==> config.mk <==
export PLATFORM = sky130hd
export DESIGN_NAME = c3_path_pipe
export DESIGN_NICKNAME = d
export VERILOG_FILES = /design/src/rtl/c3_path_pkg.sv /design/src/rtl/c3_path_stage.sv /design/src/rtl/c3_path_pipe.sv
export SDC_FILE = /design/constraint.sdc
export NUM_CORES = 1
export LEC_CHECK = 0
export CORE_ASPECT_RATIO = 1.4
export CORE_MARGIN = 5
export CORE_UTILIZATION = 40
export CTS_CLUSTER_DIAMETER = 100
export CTS_CLUSTER_SIZE = 20
export DETAILED_ROUTE_END_ITERATION = 12
export HOLD_SLACK_MARGIN = 0.05
export PLACE_DENSITY = 0.7
export SYNTH_ARGS = -nofsm -noshare
export SYNTH_HDL_FRONTEND = slang
export SYNTH_SLANG_ARGS = --single-unit
==> constraint.sdc <==
create_clock -name tau2015_clk -period 1.9 [get_ports tau2015_clk]
set_input_delay 0.57 -clock tau2015_clk [delete_from_list [all_inputs] [get_ports tau2015_clk]]
set_output_delay 0.57 -clock tau2015_clk [all_outputs]
set_load 0.01 [all_outputs]
==> src/rtl/c3_path_pkg.sv <==
// Shared definitions for c3_path_pipe: lane gate modes and the per-lane evaluator.
package c3_path_pkg;

    typedef enum logic [1:0] {
        MODE_BUF   = 2'b00,
        MODE_INV   = 2'b01,
        MODE_NAND2 = 2'b10,
        MODE_XOR2  = 2'b11
    } mode_t;

    function automatic logic lane_eval(input mode_t mode, input logic a, input logic b);
        logic z;
        case (mode)
            MODE_BUF:   z = a;
            MODE_INV:   z = ~a;
            MODE_NAND2: z = ~(a & b);
            default:    z = a ^ b;
        endcase
        return z;
    endfunction

endpackage

==> src/rtl/c3_path_stage.sv <==
// One elastic pipeline register slice: valid bit plus data word (parity rides in the data word).
module c3_path_stage #(
    parameter int W = 4
) (
    input  logic         clk,
    input  logic         rst,
    input  logic         i_valid,
    input  logic [W-1:0] i_data,
    output logic         o_ready,
    output logic         o_valid,
    output logic [W-1:0] o_data,
    input  logic         i_ready_dn
);

    logic         r_valid;
    logic [W-1:0] r_data;
    logic         w_adv;

    assign w_adv   = !r_valid || i_ready_dn;
    assign o_ready = w_adv;
    assign o_valid = r_valid;
    assign o_data  = r_data;

    always_ff @(posedge clk) begin
        if (rst) begin
            r_valid <= 1'b0;
            r_data  <= '0;
        end else if (w_adv) begin
            r_valid <= i_valid;
            if (i_valid)
                r_data <= i_data;
        end
    end

endmodule

==> src/rtl/c3_path_pipe.sv <==
// Per-lane programmable gate followed by a DEPTH-stage elastic valid/ready pipeline.
// Optional parity carry/check is enabled by defining C3_PATH_PIPE_PARITY_EN.
module c3_path_pipe
    import c3_path_pkg::*;
#(
    parameter  int LANES = 4,
    parameter  int DEPTH = 2,
    localparam int OW    = $clog2(DEPTH + 1)
) (
    input  logic               tau2015_clk,
    input  logic               rst,
    input  logic               in_valid,
    output logic               in_ready,
    input  logic [LANES-1:0]   in_a,
    input  logic [LANES-1:0]   in_b,
    input  logic               cfg_we,
    input  logic [2*LANES-1:0] cfg_mode,
    output logic               out_valid,
    input  logic               out_ready,
    output logic [LANES-1:0]   out_z,
    output logic [OW-1:0]      occupancy
`ifdef C3_PATH_PIPE_PARITY_EN
    ,
    input  logic               chk_en,
    output logic               out_par,
    output logic               par_err
`endif
);

`ifdef C3_PATH_PIPE_PARITY_EN
    localparam int DW = LANES + 1;
`else
    localparam int DW = LANES;
`endif

    logic [2*LANES-1:0]       r_mode;
    logic [LANES-1:0]         w_res;
    logic [DEPTH:0]           w_vld;
    logic [DEPTH:0]           w_rdy;
    logic [DEPTH:0][DW-1:0]   w_dat;
    logic [DW-1:0]            w_last;
    logic                     w_acc;
    logic                     w_emit;
    logic [OW-1:0]            r_occ;

    // Beats accepted alongside cfg_we see the old modes since r_mode updates at the edge.
    always_ff @(posedge tau2015_clk) begin
        if (rst)
            r_mode <= '0;
        else if (cfg_we)
            r_mode <= cfg_mode;
    end

    for (genvar i = 0; i < LANES; i++) begin : g_lane
        assign w_res[i] = lane_eval(mode_t'(r_mode[2*i +: 2]), in_a[i], in_b[i]);
    end

`ifdef C3_PATH_PIPE_PARITY_EN
    assign w_dat[0] = {^w_res, w_res};
`else
    assign w_dat[0] = w_res;
`endif
    assign w_vld[0]     = in_valid;
    assign w_rdy[DEPTH] = out_ready;

    for (genvar k = 0; k < DEPTH; k++) begin : g_stg
        c3_path_stage #(.W(DW)) u_stg (
            .clk        (tau2015_clk),
            .rst        (rst),
            .i_valid    (w_vld[k]),
            .i_data     (w_dat[k]),
            .o_ready    (w_rdy[k]),
            .o_valid    (w_vld[k+1]),
            .o_data     (w_dat[k+1]),
            .i_ready_dn (w_rdy[k+1])
        );
    end

    assign w_last    = w_dat[DEPTH];
    assign in_ready  = w_rdy[0];
    assign out_valid = w_vld[DEPTH];
    assign out_z     = w_last[LANES-1:0];
    assign w_acc     = in_valid && in_ready;
    assign w_emit    = out_valid && out_ready;
    assign occupancy = r_occ;

    always_ff @(posedge tau2015_clk) begin
        if (rst)
            r_occ <= '0;
        else if (w_acc && !w_emit)
            r_occ <= r_occ + OW'(1);
        else if (w_emit && !w_acc)
            r_occ <= r_occ - OW'(1);
    end

`ifdef C3_PATH_PIPE_PARITY_EN
    logic r_par_err;

    assign out_par = w_last[LANES];
    assign par_err = r_par_err;

    always_ff @(posedge tau2015_clk) begin
        if (rst)
            r_par_err <= 1'b0;
        else if (chk_en && out_valid && ((^w_last[LANES-1:0]) != w_last[LANES]))
            r_par_err <= 1'b1;
    end
`endif

endmodule

==> results of run 1 <==
==> final cells by class <==
class                      instances  area, um^2
fill                             210         995
multi-input combinational         74         554
sequential                        20         402
timing repair buffer              38         355
tap                               23        28.8
clock buffer                       3        22.5
inverter                           2        7.51
==> layer usage <==
| layer | routed length [um] | vias up | global-route usage (%) |
|---|---|---|---|
| met5 | 0 | - | 0 |
| met4 | 13 | 0 | 5.57 |
| met3 | 104 | 2 | 2.83 |
| met2 | 1120 | 17 | 22.9 |
| met1 | 754 | 413 | 13.2 |
| li1 | - | 429 | - |
==> kinds of logic (layout without fill, tap and decap cells) <==
logic type	after synthesis	after routing
fa+ha+maj	5	5
mux	8	8
simple gates	36	36
compound gates	23	23
xor+xnor	2	2
buf+inv	5	43
flops	20	20
==> per-stage QoR <==
stage | TNS [ns] | setup WS [ns] | instance area [um^2] | hold WS [ns] | util (%)
2_1_floorplan | 0 | 0.130 | 977 | 0.460 | -
3_3_place_gp | -0.876 | -0.399 | 1350 | 0.467 | 56.9
3_5_place_dp | -0.968 | -0.407 | 1350 | 0.476 | 56.9
4_1_cts | 0 | 0.0734 | 1370 | 0.491 | 57.9
5_1_grt | 0 | 0.0431 | 1370 | 0.520 | 57.9
6_report | 0 | 0.0889 | 1370 | 0.490 | 57.9
==> state kept, by name (all words and copies together), names as in the netlist <==
register	flops
g_stg.u_stg.o_data	8
g_stg.u_stg.o_valid	2
r_mode	8
occupancy	2
==> Yosys cell counts, drive strengths merged, types with 2 or more instances <==
master | n | area (um^2)
a21oi | 9 | 56.3
buf | 3 | 15.0
dfxtp | 20 | 400
ha | 5 | 62.6
inv | 2 | 7.51
mux2i | 8 | 80.1
nand2 | 4 | 15.0
nand2b | 4 | 25.0
nand3 | 4 | 20.0
nand3b | 2 | 40.0
nor2 | 10 | 37.5
nor2b | 6 | 37.5
nor3 | 3 | 15.0
o211a | 3 | 30.0
o21ai | 6 | 30.0
o32ai | 3 | 41.3
xor2 | 2 | 17.5
==> power groups by stage <==
stage | Clock [mW] | Sequential, mW | Combinational (mW)
2_1_floorplan | 0 | 0.482 | 0.0900
5_1_grt | 0.211 | 0.475 | 0.210
6_report | 0.187 | 0.470 | 0.189
3_3_place_gp | 0 | 0.479 | 0.185
3_5_place_dp | 0 | 0.481 | 0.192
4_1_cts | 0.195 | 0.471 | 0.192
==> worst paths after layout <==
path	startpoint	endpoint	slack, ns	cells past startpoint
setup reg to reg	g_stg[1].u_stg.o_valid$_SDFFE_PP0P_	occupancy[1]$_SDFFE_PP0P_	0.40	6
setup / recovery	g_stg[1].u_stg.o_valid$_SDFFE_PP0P_	out_valid	0.09	1
hold / removal	g_stg[1].u_stg.o_data[2]$_SDFFE_PP0P_	g_stg[1].u_stg.o_data[2]$_SDFFE_PP0P_	0.49	2
hold reg to reg	g_stg[1].u_stg.o_data[2]$_SDFFE_PP0P_	g_stg[1].u_stg.o_data[2]$_SDFFE_PP0P_	0.49	2
==> impl_results.md, run 1 <==
- Status: finished clean
- Critical path data arrival time: ~1.2 ns
- GRT Total Usage: approximately an eighth
- Die height: just under 70 um
- Skew final: around 0.0035 ns
- VDD IR max: between 0.3 and 0.4 mV
- Mux cell area share after synthesis: under 10%
- Buf/Inv on CP: 1
- Setup crit end kind: primary output
- Max Slew Vio Count: 0
- Syn-to-layout area delta: 40.2%
- Post-synthesis sequential area ratio: a little over 40%
- Critical path cell sequence: clkdlybuf4s50_1
- Avg WL per Cell: ~12 um
- Clock group share of total power: 22.1%
- ANT cells: 0
- Synth warn: 0
- Netlist cell types: 24
- CTS Hold Bufs: 0
- HP Class: flip-flop to flip-flop
- Switching share of total power: between 20% and 30%
- MaxCap Viol Count: 0
- Crit path kind: flip-flop to primary output
- Tmin final: 1.81 ns
- Slew @ Worst Pin: 0.233 ns
- Clock latency on the worst-skew pair: around 0.28 ns
- CTS root buf: clkbuf_4
- Compound-Gate Fraction of Synth Area: 18.6%
- Sequential share of power: 55.6%
- Final net count: ~170
- Combinational fraction of design power: 22.3%
- Synth Area in Adders: ~6.4%
- Global route total overflow: 0
- Switch Pwr: 0.210 mW
- RSZ-0062 raised after global routing: no
- Fin cells: between 150 and 200
- Top_reg_cell synth: dfxtp_1
- Post-Syn Area per Cell: roughly 10 um^2
- Critical Path Source Type: flip-flop
- Slew HR: roughly 84%
- Placed cell count: about 160
- Post-route ant nets: 0
- Synth Instances: 99
- Routed Wire Length: between 1500 and 2000 um
- Mapped cell area: approximately 980 um^2
- Cell Pwr Density: about 600 mW/mm^2
- I/O Pins: 29
- Seq cells post-synth: 20
- DR vias/cell: between 5 and 6
- Antenna violations before repair: 0
- Routed vias: approximately 860
- Largest delay share family, worst path: buffers and inverters
- Async S/R FF share, synth: 0%
- Most common cell after layout, fill and taps aside: clkdlybuf4s50_1
- Postcts setup bufs: 0
- Residual DRC: 0
- Pin count of the biggest net entering global routing: 12
- Die width: between 50 and 60 um
- CTS Sinks: 20
- First-pass GRT wire length: about 3400 um
- Initial DRC count: 10
- Number of global-route vias before repair: between 800 and 900
- XOR/XNOR share of the synthesized area: 1.79%
- DP HPWL: 1680 um
- CTS tree: done
- CTS Buf Count: 3
- Final total power: around 0.85 mW
- Post-synthesis simple-gate area fraction: around 22%
- Int Power: between 0.6 and 0.7 mW
- Number of synthesized flops with an enable pin: 0
- Worst-path clk slew: 0.10 ns
- TritonRoute pass-1 iters: 5
- Leak: 0.610 nW
- Cell row count: 21
- Main combinational cell family by area after synthesis: simple AND/OR/NAND/NOR gates
- Htree depth: 1
- Period utilization: between 90% and 100%
- Max incr delay on CP: between 0.5 and 0.6 ns
- Mapped Nets: roughly 130
- Die area: ~0.0035 mm^2
- Crit path required time: roughly 1.3 ns
- CTS Buffer Depth: 2
- CORE AREA: 0.00236 mm^2
- Setup violators final: 0
- Initial Util: roughly 41%
- Critical Path Slowest Stage Cell: clkdlybuf4s50_1
- Worst-path fanout max: 5
- Fin. Hold Viols: 0
- Routability cong.: roughly 0.78
- Share of cells above drive strength 1: between 10% and 20%
- Port bufs: 28
- Fmax: ~0.55 GHz
- Most frequent cells in the layout: clkdlybuf4s50_1 (26), dfxtp_1 (19), nor2_1 (10), buf_4 (10)
- # resized after CTS: 5
Note: power is estimated with default switching activity, not from simulation.
==> run 2: changes to the inputs <==
CORE_UTILIZATION = 45   (was 40)
PLACE_DENSITY = 0.77   (was 0.7)
==> run 2 against run 1 <==
Cell area increased by 1.0%. Clock skew is essentially flat. First-iteration DRC count decreased by 30%.
==> impl_results.md, run 2 (synthesized netlist as in run 1, its figures left out) <==
- Status: finished clean
- Routed Wire Length: approximately 2100 um
- Setup TNS Final: 0 ns
- Worst-path clk slew: ~0.1 ns
- Avg WL per Cell: about 13 um
- Most common cell after layout, fill and taps aside: clkdlybuf4s50_1
- Postcts setup bufs: 0
- Number of global-route vias before repair: between 800 and 900
- Final total power: about 0.85 mW
- DP Worst Slack: -0.424 ns
- Critical path data arrival time: ~1.2 ns
- Metal2 WL: 1180 um
- Fmax: 0.554 GHz
- Die height: around 65 um
- DP HPWL: 1730 um
- Die area: 0.00322 mm^2
- Routability cong.: 0.692
- Post-route ant nets: 0
- Share of cells above drive strength 1: about 17%
- Buf/Inv on CP: 1
- Largest delay share family, worst path: buffers and inverters
- Cell row count: 20
- Critical Path Slowest Stage Cell: clkdlybuf4s50_1
- Worst hold margin: between 0.4 and 0.5 ns
- Htree depth: 1
- Syn-to-layout area delta: 41.6%
- Leak: 0.620 nW
- Final net count: around 170
- Crit path from: g_stg[1].u_stg.o_valid$_SDFFE_PP0P_
- RSZ-0062 raised after global routing: no
- Top layer used by detailed routing: met4
- Worst path depth: 1
- Reg2reg start: g_stg[1].u_stg.o_valid$_SDFFE_PP0P_
- Met3 WL: 64 um
- Global route total overflow: 0
- I/O Pins: 29
- HP Class: flip-flop to flip-flop
- Critical Path Source Type: flip-flop
- Final instance area: about 0.0014 mm^2
- RR Endpoint: occupancy[1]$_SDFFE_PP0P_
- Initial DRC count: 7
- MaxCap Viol Count: 0
- Die width: just under 50 um
- CTS root buf: clkbuf_4
- R2R cell count: 5
- Setup violators final: 0
- Slew @ Worst Pin: 0.234 ns
- Crit path kind: flip-flop to primary output
- GRT Total Usage: 14.6%
- DR vias/cell: 5.16
- R2R Setup Slk: about 0.4 ns
- CORE AREA: 0.00213 mm^2
- CTS Buf Count: 3
- Cell Pwr Density: between 600 and 700 mW/mm^2
- ANT cells: 0
- Setup crit end kind: primary output
- TritonRoute pass-1 iters: 3
- Skew final: around 0.0031 ns
- CTS Hold Bufs: 0
- Most frequent cells in the layout: clkdlybuf4s50_1 (26), dfxtp_1 (19), buf_4 (12), nor2_1 (10)
- Pin count of the biggest net entering global routing: 11
- Routed vias: 830
- Crit path required time: 1.33 ns
- Post-Route M1 WL: between 800 and 900 um
- End point of the critical path: out_valid
- Max incr delay on CP: between 0.5 and 0.6 ns
- Initial Util: 45.9%
- CTS Sinks: 20
- Clock latency on the worst-skew pair: 0.29 ns
- CTS Buffer Depth: 2
- First-pass GRT wire length: roughly 3700 um
- Residual DRC: 0
- Critical path cell sequence: clkdlybuf4s50_1
- Max Slew Vio Count: 0
- Period utilization: 95.0%
- Port bufs: 28
- Slew HR: 84.3%
- Worst-path fanout max: 5
- # resized after CTS: 4
- VDD IR max: ~0.43 mV
- Area after DPL: approximately 0.0014 mm^2
- Tmin final: roughly 1.8 ns
- Final WS setup: about 0.095 ns
- Fin. Hold Viols: 0
- Antenna violations before repair: 0
- CTS tree: done
==> run 2: layer usage <==
| metal | vias up | GRT usage, % |
|---|---|---|
| li1 | 434 | - |
| met1 | 382 | 14.8 |
| met2 | 12 | 28.4 |
| met3 | 2 | 2.27 |
| met4 | 0 | 6.89 |
| met5 | - | 0 |
==> run 2: worst min-delay path by stage <==
stage | cells after the start | endpoint | start | slack [ns]
2_1_floorplan | 2 | g_stg[1].u_stg.o_data[1]$_SDFFE_PP0P_ | g_stg[0].u_stg.o_data[1]$_SDFFE_PP0P_ | 0.46
3_3_place_gp | 2 | g_stg[1].u_stg.o_data[3]$_SDFFE_PP0P_ | g_stg[1].u_stg.o_data[3]$_SDFFE_PP0P_ | 0.47
3_5_place_dp | 2 | g_stg[1].u_stg.o_data[3]$_SDFFE_PP0P_ | g_stg[1].u_stg.o_data[3]$_SDFFE_PP0P_ | 0.47
4_1_cts | 2 | g_stg[1].u_stg.o_data[3]$_SDFFE_PP0P_ | g_stg[1].u_stg.o_data[3]$_SDFFE_PP0P_ | 0.48
5_1_grt | 2 | g_stg[1].u_stg.o_data[3]$_SDFFE_PP0P_ | g_stg[1].u_stg.o_data[3]$_SDFFE_PP0P_ | 0.52
6_report | 2 | g_stg[1].u_stg.o_data[3]$_SDFFE_PP0P_ | g_stg[1].u_stg.o_data[3]$_SDFFE_PP0P_ | 0.48
==> run 2: area by class of cell <==
type,count,area [um^2]
multi-input cells,74,554
inverters,2,7.51
fillers,179,743
flip-flops and latches,20,402
clock buffers,3,22.5
repair buffers,40,370
well taps,22,27.5
==> run 2: stage by stage <==
step	util [%]	instances
2_1_floorplan	-	99
4_1_cts	65.0	161
6_report	65.1	161
3_5_place_dp	63.9	158
5_1_grt	65.1	161
3_3_place_gp	63.9	158
==> run 2: where the power goes <==
| part | internal (mW) | switching, mW | total [mW] |
|---|---|---|---|
| clock | 0.0737 | 0.119 | 0.192 |
| sequential | 0.448 | 0.0229 | 0.471 |
| combinational | 0.118 | 0.0738 | 0.191 |
==> run 2: worst min-delay path, delay by kind of cell (launching register included) <==
family,cells,cell delay (ns)
flip-flops,1,0.32
AO/OA/AOI/OAI,2,0.12
==> run 3: changes to the inputs <==
CORE_ASPECT_RATIO = 1.2   (was 1.4)
SETUP_SLACK_MARGIN = 0.5   (was default)
SLEW_MARGIN = 15   (was default)
==> run 3 against run 2 <==
Maximum frequency rose by 13%. Sequential share of layout area fell by 0.98 points. Largest cell class unchanged. Cell area rose by 5.4%. Routed wire length rose by 2.6%. Highest routed layer unchanged. Clock skew barely moved. Critical path type is now input port to flip-flop. Clock power rose by 80%. Critical path depth rose by 7.
==> impl_results.md, run 3 (synthesized netlist as in run 1, its figures left out) <==
- Global route total overflow: 0
- Die area: between 0.003 and 0.004 mm^2
- Most common cell after layout, fill and taps aside: dfxtp_1
- Die width: ~53 um
- Syn-to-layout area delta: 49.3%
- CORE AREA: about 0.0021 mm^2
- Cell row count: 18
- CTS Sinks: 20
- CTS tree: done
- I/O Pins: 29
- HP Class: flip-flop to flip-flop
- Routed Wire Length: 2130 um
- Setup crit end kind: flip-flop
- First-pass GRT wire length: between 3000 and 4000 um
- Critical Path Source Type: input port
- DP HPWL: between 1500 and 2000 um
- Post-route ant nets: 0
- Initial DRC count: 22
- Fmax: 0.624 GHz
- Int Power: about 0.8 mW
- Combinational fraction of design power: about a fifth
- Htree depth: 1
- Final net count: 169
- GRT Total Usage: 14.6%
- Worst-path clk slew: between 0.1 and 0.15 ns
- RSZ-0062 raised after global routing: yes
- Slew @ Worst Pin: between 0.2 and 0.3 ns
- Critical path data arrival time: 1.84 ns
- Skew final: ~0.0031 ns
- CTS Buffer Depth: 2
- Final total power: slightly above 1 mW
- CTS Buf Count: 3
- DR vias/cell: between 5 and 6
- Port bufs: 28
- Area after DPL: roughly 0.0014 mm^2
- Routed vias: about 870
- Clock latency on the worst-skew pair: 0.30 ns
- Routability cong.: between 0.7 and 0.8
- Die height: between 60 and 70 um
- Final instance area: ~0.0015 mm^2
- Fin. Hold Viols: 0
- Residual DRC: 0
- Crit path kind: input port to flip-flop
- ANT cells: 0
- MaxCap Viol Count: 0
- Worst-path fanout max: 2
- Status: finished clean
- Number of global-route vias before repair: between 800 and 900
- Clock group share of total power: between 30% and 40%
- TritonRoute pass-1 iters: 4
- Avg WL per Cell: about 12 um
- Tmin final: roughly 1.6 ns
- Slew HR: between 80% and 90%
- Max Slew Vio Count: 0
- CTS root buf: clkbuf_4
- Leak: 0.690 nW
- Period utilization: 84.3%
- Crit path required time: between 2 and 2.5 ns
- Setup violators final: 0
- Initial Util: 47.2%
- Cell Pwr Density: between 700 and 800 mW/mm^2
- Most frequent cells in the layout: dfxtp_1 (13), buf_4 (12), nor2_1 (10), clkdlybuf4s50_1 (10)
- Share of cells above drive strength 1: approximately a third
- Switch Pwr: 0.239 mW
- VDD IR max: 0.611 mV
- Switching share of total power: a little under a quarter
- Antenna violations before repair: 0
- Sequential share of power: 46.1%
- Pin count of the biggest net entering global routing: 13
## run 3: critical path: stages
cell and delay (ns):
buf_6 0.10, buf_6 0.10, and2b_4 0.25, a21oi_4 0.07
ha_4 0.16, xor2_2 0.14, or3_4 0.33, a21oi_2 0.12
## run 3: routing by layer
layer  wire (um)  GRT usage, %  up-vias
li1            -             -      440
met1         860          16.3      406
met3          98          2.42        5
met4          38          7.66        0
met2        1130          26.4       18
met5           0             0        -
## run 3: final cells by class
class / instances / area (um^2)
fillers: 174 / 613
multi-input cells: 74 / 593
flip-flops and latches: 20 / 409
repair buffers: 42 / 359
well taps: 30 / 37.5
clock inverters: 1 / 30.0
clock buffers: 3 / 22.5
inverters: 2 / 7.51
## run 3: metrics by stage
stage                     setup TNS, ns  utilization [%]  hold slack (ns)  instances  setup slack [ns]
after floorplan                       0                -            0.460         99             0.199
after global placement           -0.910             66.7            0.470        166            -0.380
after detailed placement          -1.06             66.7            0.473        166            -0.408
after CTS                             0             69.7            0.486        172             0.251
after global routing                  0             70.4            0.513        172             0.286
final                                 0             70.4            0.492        172             0.298
## run 3: timing repair
item | 4_1_cts | 5_1_grt
hold buffers | 0 | 0
setup buffers | 2 | 0
setup endpoints to repair | 18 | 7
pin swaps | 13 | 7
resized for setup | 52 | 6
## run 3: power groups by stage
stage	combinational, mW	sequential, mW	clock [mW]
5_1_grt	0.225	0.475	0.378
4_1_cts	0.203	0.471	0.352
3_5_place_dp	0.196	0.481	0
3_3_place_gp	0.189	0.479	0
6_report	0.205	0.471	0.346
2_1_floorplan	0.0924	0.482	0
## run 3: path summary, 6_finish.rpt
kind                                         start                                    end  slack, ns  cells past startpoint
min reg2reg  g_stg[1].u_stg.o_data[0]$_SDFFE_PP0P_  g_stg[1].u_stg.o_data[0]$_SDFFE_PP0P_       0.49                      2
max                                      out_ready              occupancy[1]$_SDFFE_PP0P_       0.30                      8
min          g_stg[1].u_stg.o_data[0]$_SDFFE_PP0P_  g_stg[1].u_stg.o_data[0]$_SDFFE_PP0P_       0.49                      2
max reg2reg    g_stg[1].u_stg.o_valid$_SDFFE_PP0P_              occupancy[1]$_SDFFE_PP0P_       0.41                      5
